## config.mk

```make
export PLATFORM = sky130hd
export DESIGN_NAME = acc_core_mc
export DESIGN_NICKNAME = d
export VERILOG_FILES = /design/src/rtl/acc_core_mc_pkg.sv /design/src/rtl/acc_alu.sv /design/src/rtl/acc_core_mc.sv
export SDC_FILE = /design/constraint.sdc
export NUM_CORES = 1
export LEC_CHECK = 0
export BUFFER_PORTS_ARGS = -buffer_cell sky130_fd_sc_hd__buf_4
export CORE_UTILIZATION = 45
export DETAILED_ROUTE_END_ITERATION = 6
export GPL_TIMING_DRIVEN = 1
export PLACE_DENSITY = 0.69
export SETUP_SLACK_MARGIN = 0.05
export SLEW_MARGIN = 20
export SYNTH_ARGS = -nofsm -noshare
export SYNTH_HDL_FRONTEND = slang
export SYNTH_SLANG_ARGS = --single-unit
export TNS_END_PERCENT = 10
```

## constraint.sdc

```tcl
create_clock -name clk -period 8.2 [get_ports clk]
set_input_delay 1.64 -clock clk [delete_from_list [all_inputs] [get_ports clk]]
set_output_delay 1.64 -clock clk [all_outputs]
set_load 0.02 [all_outputs]
```

## src/rtl/acc_core_mc_pkg.sv

```systemverilog
// Shared definitions for the multi-cycle accumulator core: opcodes, FSM states
// and the 9-bit instruction field layout.
package acc_core_mc_pkg;

  typedef enum logic [3:0] {
    kLDR, kSTR, kLDI, kMLD, kMST, kADD, kADC, kSUB,
    kAND, kXOR, kSHL, kSHR, kBRZ, kBRN, kJMP
  } opcode_e;

  typedef enum logic [2:0] {IDLE, FETCH, EXEC, MEM, HALT} state_e;

  localparam int unsigned INSTR_W  = 9;
  localparam int unsigned OP_MSB   = 8;
  localparam int unsigned OP_LSB   = 5;
  localparam int unsigned OPND_MSB = 4;
  localparam int unsigned OPND_LSB = 0;

endpackage

```

## src/rtl/acc_alu.sv

```systemverilog
// Combinational ALU for the accumulator core; carry passes through unchanged
// for operations that do not define it.
module acc_alu
  import acc_core_mc_pkg::*;
#(
  parameter int unsigned DW = 8
) (
  input  logic [3:0]    op,
  input  logic [DW-1:0] acc,
  input  logic [DW-1:0] r,
  input  logic          c,
  output logic [DW-1:0] result,
  output logic          carry
);

  logic [DW:0] w_sum;

  always_comb begin
    w_sum  = '0;
    result = acc;
    carry  = c;
    case (op)
      kADD: begin
        w_sum  = {1'b0, acc} + {1'b0, r};
        result = w_sum[DW-1:0];
        carry  = w_sum[DW];
      end
      kADC: begin
        w_sum  = {1'b0, acc} + {1'b0, r} + {{DW{1'b0}}, c};
        result = w_sum[DW-1:0];
        carry  = w_sum[DW];
      end
      kSUB: begin
        // Top bit of the widened difference is the borrow.
        w_sum  = {1'b0, acc} - {1'b0, r};
        result = w_sum[DW-1:0];
        carry  = w_sum[DW];
      end
      kAND: result = acc & r;
      kXOR: result = acc ^ r;
      kSHL: begin
        result = {acc[DW-2:0], 1'b0};
        carry  = acc[DW-1];
      end
      kSHR: begin
        result = {1'b0, acc[DW-1:1]};
        carry  = acc[0];
      end
      default: ;
    endcase
  end

endmodule

```

## src/rtl/acc_core_mc.sv

```systemverilog
// Multi-cycle accumulator core: start/done run control, synchronous instruction
// fetch and a req/ack data-memory port tolerant of variable latency.
module acc_core_mc
  import acc_core_mc_pkg::*;
#(
  parameter int unsigned DW   = 8,
  parameter int unsigned PW   = 16,
  parameter int unsigned NREG = 16
) (
  input  logic               clk,
  input  logic               reset,
  input  logic               start,
  output logic [PW-1:0]      imem_addr,
  input  logic [INSTR_W-1:0] imem_data,
  output logic               dm_req,
  output logic               dm_we,
  output logic [DW-1:0]      dm_addr,
  output logic [DW-1:0]      dm_wdata,
  input  logic [DW-1:0]      dm_rdata,
  input  logic               dm_ack,
  output logic               done,
  output logic [DW-1:0]      acc_out
);

  localparam int unsigned RIW = (NREG > 1) ? $clog2(NREG) : 1;

  state_e          r_state;
  logic [PW-1:0]   r_pc;
  logic [DW-1:0]   r_acc;
  logic            r_z, r_n, r_c;
  logic [DW-1:0]   r_regs [NREG];
  logic            r_dm_req, r_dm_we, r_done;
  logic [DW-1:0]   r_dm_addr, r_dm_wdata;

  logic [3:0]      w_opc;
  logic [4:0]      w_opnd;
  logic [RIW-1:0]  w_ridx;
  logic [DW-1:0]   w_r, w_alu_res, w_acc_nx;
  logic            w_alu_c;
  logic [PW-1:0]   w_pc_inc, w_pc_br;
  logic            w_acc_we, w_c_we, w_reg_we, w_mem, w_halt, w_take;

  assign w_opc    = imem_data[OP_MSB:OP_LSB];
  assign w_opnd   = imem_data[OPND_MSB:OPND_LSB];
  assign w_ridx   = RIW'({1'b0, w_opnd[3:0]} % 5'(NREG));
  assign w_r      = r_regs[w_ridx];
  assign w_pc_inc = r_pc + PW'(1);
  assign w_pc_br  = r_pc + {{(PW-5){w_opnd[4]}}, w_opnd};

  acc_alu #(.DW(DW)) u_alu (
    .op     (w_opc),
    .acc    (r_acc),
    .r      (w_r),
    .c      (r_c),
    .result (w_alu_res),
    .carry  (w_alu_c)
  );

  always_comb begin
    w_acc_we = 1'b0;
    w_c_we   = 1'b0;
    w_reg_we = 1'b0;
    w_mem    = 1'b0;
    w_halt   = 1'b0;
    w_take   = 1'b0;
    w_acc_nx = w_alu_res;
    case (w_opc)
      kLDR: begin w_acc_we = 1'b1; w_acc_nx = w_r; end
      kSTR: w_reg_we = 1'b1;
      kLDI: begin w_acc_we = 1'b1; w_acc_nx = DW'(w_opnd); end
      kMLD, kMST: w_mem = 1'b1;
      kADD, kADC, kSUB, kSHL, kSHR: begin w_acc_we = 1'b1; w_c_we = 1'b1; end
      kAND, kXOR: w_acc_we = 1'b1;
      kBRZ: w_take = r_z;
      kBRN: w_take = r_n;
      kJMP: begin
        w_halt = (w_opnd == 5'd0);
        w_take = (w_opnd != 5'd0);
      end
      default: ;
    endcase
  end

  always_ff @(posedge clk or negedge reset) begin
    if (!reset) begin
      r_state    <= IDLE;
      r_pc       <= '0;
      r_acc      <= '0;
      r_z        <= 1'b0;
      r_n        <= 1'b0;
      r_c        <= 1'b0;
      r_dm_req   <= 1'b0;
      r_dm_we    <= 1'b0;
      r_dm_addr  <= '0;
      r_dm_wdata <= '0;
      r_done     <= 1'b0;
      for (int i = 0; i < int'(NREG); i++) r_regs[i] <= '0;
    end else begin
      unique case (r_state)
        IDLE: if (start) begin
          r_pc    <= '0;
          r_state <= FETCH;
        end
        FETCH: r_state <= EXEC;
        EXEC: begin
          if (w_halt) begin
            r_state <= HALT;
            r_done  <= 1'b1;
          end else if (w_mem) begin
            r_state    <= MEM;
            r_dm_req   <= 1'b1;
            r_dm_we    <= (w_opc == kMST);
            r_dm_addr  <= w_r;
            r_dm_wdata <= r_acc;
          end else begin
            r_state <= FETCH;
            r_pc    <= w_take ? w_pc_br : w_pc_inc;
            if (w_acc_we) begin
              r_acc <= w_acc_nx;
              r_z   <= (w_acc_nx == '0);
              r_n   <= w_acc_nx[DW-1];
            end
            if (w_c_we) r_c <= w_alu_c;
            if (w_reg_we) r_regs[w_ridx] <= r_acc;
          end
        end
        MEM: if (dm_ack) begin
          r_dm_req <= 1'b0;
          r_dm_we  <= 1'b0;
          r_pc     <= w_pc_inc;
          r_state  <= FETCH;
          if (!r_dm_we) begin
            r_acc <= dm_rdata;
            r_z   <= (dm_rdata == '0);
            r_n   <= dm_rdata[DW-1];
          end
        end
        HALT: if (start) begin
          r_pc    <= '0;
          r_done  <= 1'b0;
          r_state <= FETCH;
        end
        default: r_state <= IDLE;
      endcase
    end
  end

  assign imem_addr = r_pc;
  assign dm_req    = r_dm_req;
  assign dm_we     = r_dm_we;
  assign dm_addr   = r_dm_addr;
  assign dm_wdata  = r_dm_wdata;
  assign done      = r_done;
  assign acc_out   = r_acc;

endmodule

```

# Yosys cells after proc, flatten, opt, wreduce, memory -nomap -nowiden
# Cells that the tools add are included.
# totals
ff_bits,177
output_inout_bits,43
wordCells,143
# op_classes
n_addsub,5
order_cmp,2
n_eq_ne,27
muxes,54
bitwise,5
n_reduce_logical,23
# ops
op,count
$bwmux W128,1
$mux W16,5
$mux W8,8
$pmux W8 S7,1
$pmux W16 S3,1
$bmux W8 S4,1
$demux W8 S4,1
$pmux W8 S2,2
$eq A4 B4 Y1 const B,7
$mux W1,22
$add A16 B1 Y16 const B,1
$add A16 B16 Y16,1
$eq A4 B3 Y1 const B,4
$logic_not A8 Y1,2
$ne A2 B2 Y1 const B,8
$pmux W3 S4,1
$pmux W1 S2,5
$reduce_and A5 Y1,2
$reduce_bool A5 Y1,2
$add A8 B8 Y9,1
$add A9 B1 Y9,1
$mux W3,3
$reduce_or A9 Y1,1
$sub A8 B8 Y9,1
other kinds (27),34

# Longest topological paths before layout
# logic_depth
depth_word,13
depth_mapped,17
depth_no_buf,15

# Cells and area by module
# A second synthesis with hierarchy kept.
# unflattened
cells_unflattened,980
hier_area_um2,10699.0
# modules_own_cells
mod,instances,cells_per_inst,area_per_inst_um2
acc_core_mc,1,750,9205.1
acc_alu,1,230,1493.9

# Worst setup path after synthesis
# OpenSTA, ideal clock, no wires.
# synth_timing
path_type,in2reg
from,in imem_data[0]
to,reg r_z
setup_time_ns,0.092
arrival_time_ns,5.602
path_slack_ns,2.507
stages,15
path_buffers,3
path_cell_list,buf_6 buf_4 buf_1 mux2_2 o21ai_0 inv_1 fa_1 ha_1 o21a_1 o21ai_0 a221oi_1 a21oi_1 or4_1 or4b_1 o31ai_2
# synth_via
elab_chain_len,13
elab_cells_between_ends,20
cone_classes,add/sub: 3; eq/ne: 1; mux: 10; bitwise: 3; reduce/logical: 3
# synth_rtl
element,line_no,source
"start, declared",acc_core_mc.sv:14,"input logic [INSTR_W-1:0] imem_data,"
$not A4 Y5 (not written as such) *,acc_core_mc.sv:46,assign w_r = r_regs[w_ridx];
$bmux W8 S4 *,acc_core_mc.sv:46,
$mux W8 (not written as such) * (2 in a row),acc_core_mc.sv:46,
via u_alu.r[1],acc_alu.sv:10,"input logic [DW-1:0] r,"
$add A8 B8 Y9,"acc_alu.sv:24, acc_alu.sv:29",
$add A9 B1 Y9,acc_alu.sv:29,"w_sum = {1'b0, acc} + {1'b0, r} + {{DW{1'b0}}, c};"
$pmux W8 S7,acc_alu.sv:22,case (op)
$pmux W8 S2 *,acc_core_mc.sv:67,case (w_opc)
$logic_not A8 Y1 *,acc_core_mc.sv:120,r_z <= (w_acc_nx == '0);
$mux W1 *,acc_core_mc.sv:118,if (w_acc_we) begin
$mux W1 *,acc_core_mc.sv:109,end else if (w_mem) begin
$mux W1 *,acc_core_mc.sv:106,if (w_halt) begin
$pmux W1 S2 *,acc_core_mc.sv:99,unique case (r_state)
"end signal, assigned",acc_core_mc.sv:120,
"end signal, assigned",acc_core_mc.sv:134,r_z <= (dm_rdata == '0);
"end, declared",acc_core_mc.sv:30,"logic r_z, r_n, r_c;"
# Mark *: on every way through the listed nets, which the timed path passes. The rest lies on a longest branch. The select of a mux whose other input is x is not followed.
# A chain may end at the register's enable or synchronous reset.

# Worst setup path in the final report
# layout_timing
from,in imem_data[2]
to,reg r_z
# The elaborated chain is that of the path after synthesis.

==> results <==
- The reported max-cap violation count is 0.
- The number of synthesized flops with an enable pin is 0.
- A synthesized cell averages ~11 µm².
- The sum of overflow across all layers after global routing is 0.
- Walking the worst path, the cells encountered are buf_4 > mux4_2 > mux2_2 > o21ai_0 > inv_1 > fa_1 > ha_1 > o21a_1 > o21ai_0 > a221oi_1 > a21oi_1 > or4_1 > or4b_1 > o31ai_2.
- The number of nets in the final layout is 1133.
- The netlist uses 80 different library cells.
- The most numerous cell type found on the critical path is sky130_fd_sc_hd__o21ai_0.
- TritonCTS built the clock tree.
- Of the total power, combinational logic draws 0.421.
- The measured slew at the worst slew-check pin is 1.07 ns.
- The maximum vdd ir drop is between 0.15 and 0.2 mV.
- Data on the critical path is required at its endpoint by 8.54 ns.
- Across every metal layer, demand over resource in global routing totals 0.245.
- The number of primary I/O pins is 64.
- The clock slew seen by the registers of the worst setup and hold paths is about 0.06 ns.
- The later pin in the worst-skew pair is clocked with a latency of 0.43 ns.
- The die covers 0.0251 mm².
- The net switching power figure is about 1.4 mW.
- Of the post-synthesis cell area, the dominant cell type holds 0.399.
- The number of buffers on the longest clock path is 2.
- For this run, the number of Yosys warnings is 0.
- In this run the tightest slew margin relative to its limit is 0.282.
- The count of input and output buffers is 63.
- The internal portion of total power is 2.05 mW.
- The total count of hold-check failures in the final report is 0.
- The largest individual stage delay along the critical path comes from the cell sky130_fd_sc_hd__fa_1.
- The number of hold buffers added after CTS is 0.
- The number of placement rows is 56.
- The leading cell type in the layout, fill and taps excluded is sky130_fd_sc_hd__dfrtp_1.
- The combined area of all synthesized cells is between 0.01 and 0.015 mm².
- The run finished with clean final reports.
- For this design the ratio of total power to cell area is 282 mW/mm².
- In the layout the commonest cells are sky130_fd_sc_hd__dfrtp_1 (176), sky130_fd_sc_hd__mux2_2 (132), sky130_fd_sc_hd__nand2_1 (95).
- The largest fanout of any net on the critical path is 22.
- The post-detailed-placement cell area is roughly 0.012 mm².
- For the final routed database, the setup TNS stands at 0 ns.
- Of the total power, the share spent switching nets is 0.408.
- The final critical-path share of the clock period is 0.703.
- The worst-case clock skew is 0.0112 ns.
- The antenna diode count is 0.
- The total power draw is 3.46 mW.
- For this design the static power due to leakage is roughly 5.7 nW.
- Counting the buffers created by CTS gives 17.
- The launching element of the worst setup path is imem_data[2].
- The via count of the first global-routing pass was 8423.
- The post-route standard cell area excluding fillers is roughly 0.012 mm².
- The number of sinks on the clock net is 176.
- The average routed wire per standard cell is 20.9 µm.
- The number of remaining DRC errors is 0.
- In this run the worst setup path terminates at r_z$_DFFE_PN0P_.
- The number of storage elements in the synthesis netlist is 176.
- The shortest period the worst path allows is 5.76 ns.
- The wire length of the first global-routing pass is 46.7 mm.
- From synthesis to final layout, the design area changed by 11.2%.
- The number of setup buffers added after CTS is 0.
- After detailed routing, the total wire length is a little under 30 mm.
- Detailed placement ended at an HPWL of 20.2 mm.
- The arrival time of data at the critical path endpoint is 6.10 ns.
- In the routed layout, each cell is associated on average with a via count of 6.08.
- The number of cell instances on the worst register-to-register path is 13.
- The congestion estimate from routability-driven global placement came to 0.924.
- The kind of path behind the tightest hold check is flip-flop to flip-flop.
- The portion of the post-synthesis area used by sequential elements is 0.399.
- The cell count after synthesis came out at 1048.
- The initial utilization of the core area, before any placement, comes to 0.464.
- STA classifies the critical path startpoint as an input port.
- Post-CTS repair changed the size of 0 cells.
- The largest single stage delay on the critical path is 0.58 ns.
- The largest area contributor in the netlist is sky130_fd_sc_hd__dfrtp_1.
- The terminus of the critical flop-to-flop path is r_z$_DFFE_PN0P_.
- The clock group share of total power is 0.247.
- Ranked by total cell area, the synthesized netlist is headed by sky130_fd_sc_hd__dfrtp_1 (40%), sky130_fd_sc_hd__mux2_2 (13%), sky130_fd_sc_hd__mux4_2 (5.3%).
- In this run the clock root is driven by a sky130_fd_sc_hd__clkbuf_16.
- The worst setup slack for register-to-register paths is 3.64 ns.
- The iteration count of the initial detailed-routing pass is 5.
- The number of max-slew violations in the final report is 0.
- The top flip-flop cell by instance count after synthesis is sky130_fd_sc_hd__dfrtp_1.
- The number of fill cells is between 2000 and 2500.
- The die width is 159 µm.
- The number of nets in the synthesized netlist is 1106.
- In the final layout, the share of cells above drive strength 1 is 0.254.
- In the synthesized netlist the async set-or-reset flop fraction comes to 1.00.
- The sequential group share of total power is 0.331.
- The final setup violation count is 0.
- In this run the remaining antenna-violating nets after routing total 0.
- Based on the critical path, the design can be clocked at up to 174 MHz.
- The standard cell core area is approximately 0.024 mm².
- The floorplan step set the die height to about 160 µm.
- The critical path is of the input port to flip-flop type.
- The maximum number of pins on one net before global-route repair is 102.
- Setup repair after global routing left no endpoint under its margin.
- The worst reg2reg path startpoint is r_regs[17]$_DFFE_PN0P_.
- CTS built an H-tree with a depth of 4.
- The nature of the critical path endpoint is a flip-flop.
- Across all layers, the routed design uses 8560 vias.
- The DRC marker count from the first detailed-route iteration is 587.
- The number of antenna violations at the first check in global routing was 0.
[cell usage after synthesis (all sizes together), types with 4 or more instances]
library cell / n
dfrtp: 176
mux2: 132
nand2: 95
o21ai: 86
nor2: 58
clkbuf: 45
a21oi: 44
ha: 34
mux4: 34
nor3: 29
inv: 27
buf: 20
nand2b: 20
nand3: 18
nor2b: 17
xor2: 14
mux2i: 13
xnor2: 13
a211oi: 11
a31oi: 11
and3: 10
nor4: 8
o211ai: 8
o31ai: 8
a21o: 7
a22o: 7
o22ai: 7
a221oi: 6
nand3b: 6
a211o: 5
nor3b: 5
o21a: 5
a221o: 4
a32oi: 4
o32ai: 4
or2: 4
or3: 4
[how the worst min path moves through the flow]
stage,startpoint,end,slack (ns),cells after the start
2_1_floorplan,r_regs[48]$_DFFE_PN0P_,r_regs[48]$_DFFE_PN0P_,0.44,2
3_3_place_gp,r_regs[88]$_DFFE_PN0P_,r_regs[88]$_DFFE_PN0P_,0.46,2
3_5_place_dp,r_regs[64]$_DFFE_PN0P_,r_regs[64]$_DFFE_PN0P_,0.47,2
4_1_cts,r_regs[64]$_DFFE_PN0P_,r_regs[64]$_DFFE_PN0P_,0.48,2
5_1_grt,dm_wdata[0]$_DFFE_PN0P_,dm_wdata[0]$_DFFE_PN0P_,0.52,2
6_report,r_regs[64]$_DFFE_PN0P_,r_regs[64]$_DFFE_PN0P_,0.48,2
[area by class of cell]
| class | count | area [µm²] | share of cell area |
|---|---|---|---|
| Clock buffer | 20 | 437 | 0.0356 |
| Clock inverter | 12 | 174 | 0.0142 |
| Inverter | 28 | 105 | 0.00857 |
| Multi-Input combinational cell | 779 | 6200 | 0.505 |
| Sequential cell | 176 | 4400 | 0.359 |
| Tap cell | 319 | 399 | 0.0325 |
| Timing Repair Buffer | 73 | 552 | 0.0450 |
[power groups by stage]
| stage | Clock (mW) | Combinational, mW | Sequential, mW |
|---|---|---|---|
| floorplan | 0 | 0.916 | 1.21 |
| global placement | 0 | 1.43 | 1.16 |
| detailed placement | 0 | 1.44 | 1.16 |
| CTS | 0.866 | 1.45 | 1.14 |
| global route | 0.904 | 1.60 | 1.16 |
| finish | 0.855 | 1.46 | 1.14 |
[logic make-up (layout without fill, tap and decap cells)]
kind of cell	count (synthesis)	count (layout)	share of synthesized area
flip-flops	176	176	0.399
buffers and inverters	93	133	0.0394
AND/OR/NAND/NOR	292	292	0.132
XOR/XNOR	27	27	0.0221
adder cells (fa/ha/maj)	37	37	0.0440
AO/OA/AOI/OAI	244	244	0.145
multiplexers	179	179	0.219
[critical path, delay by kind of cell]
| kind | cells | cell delay (ns) |
|---|---|---|
| adder cells (fa/ha/maj) | 2 | 0.82 |
| AND/OR/NAND/NOR | 2 | 1.06 |
| multiplexers | 2 | 0.82 |
| AO/OA/AOI/OAI | 6 | 1.27 |
| buffers and inverters | 2 | 0.48 |
[metrics by stage]
| step | utilization | hold slack, ns | cells | setup slack (ns) |
|---|---|---|---|---|
| 2_1_floorplan | - | 0.445 | 1048 | 2.51 |
| 3_3_place_gp | 0.491 | 0.457 | 1375 | 2.13 |
| 3_5_place_dp | 0.491 | 0.470 | 1375 | 2.02 |
| 4_1_cts | 0.516 | 0.484 | 1407 | 2.46 |
| 5_1_grt | 0.516 | 0.516 | 1407 | 2.22 |
| 6_report | 0.516 | 0.477 | 1407 | 2.44 |
[layer usage]
| metal | track usage | vias up | share of wire |
|---|---|---|---|
| li1 | - | 3949 | - |
| met1 | 0.326 | 4287 | 0.44 |
| met2 | 0.403 | 282 | 0.48 |
| met3 | 0.0460 | 42 | 0.059 |
| met4 | 0.0760 | 0 | 0.022 |
| met5 | 0 | - | 0 |
[state kept, by name (all words and copies together), names as in the netlist]
| signal | flops |
|---|---|
| dm_req | 1 |
| r_c | 1 |
| imem_addr | 16 |
| dm_addr | 8 |
| acc_out | 7 |
| r_z | 1 |
| done | 1 |
| dm_we | 1 |
| r_n | 1 |
| r_regs | 128 |
| r_state | 3 |
| dm_wdata | 8 |
No activity file was read; power rests on OpenSTA's default activity.
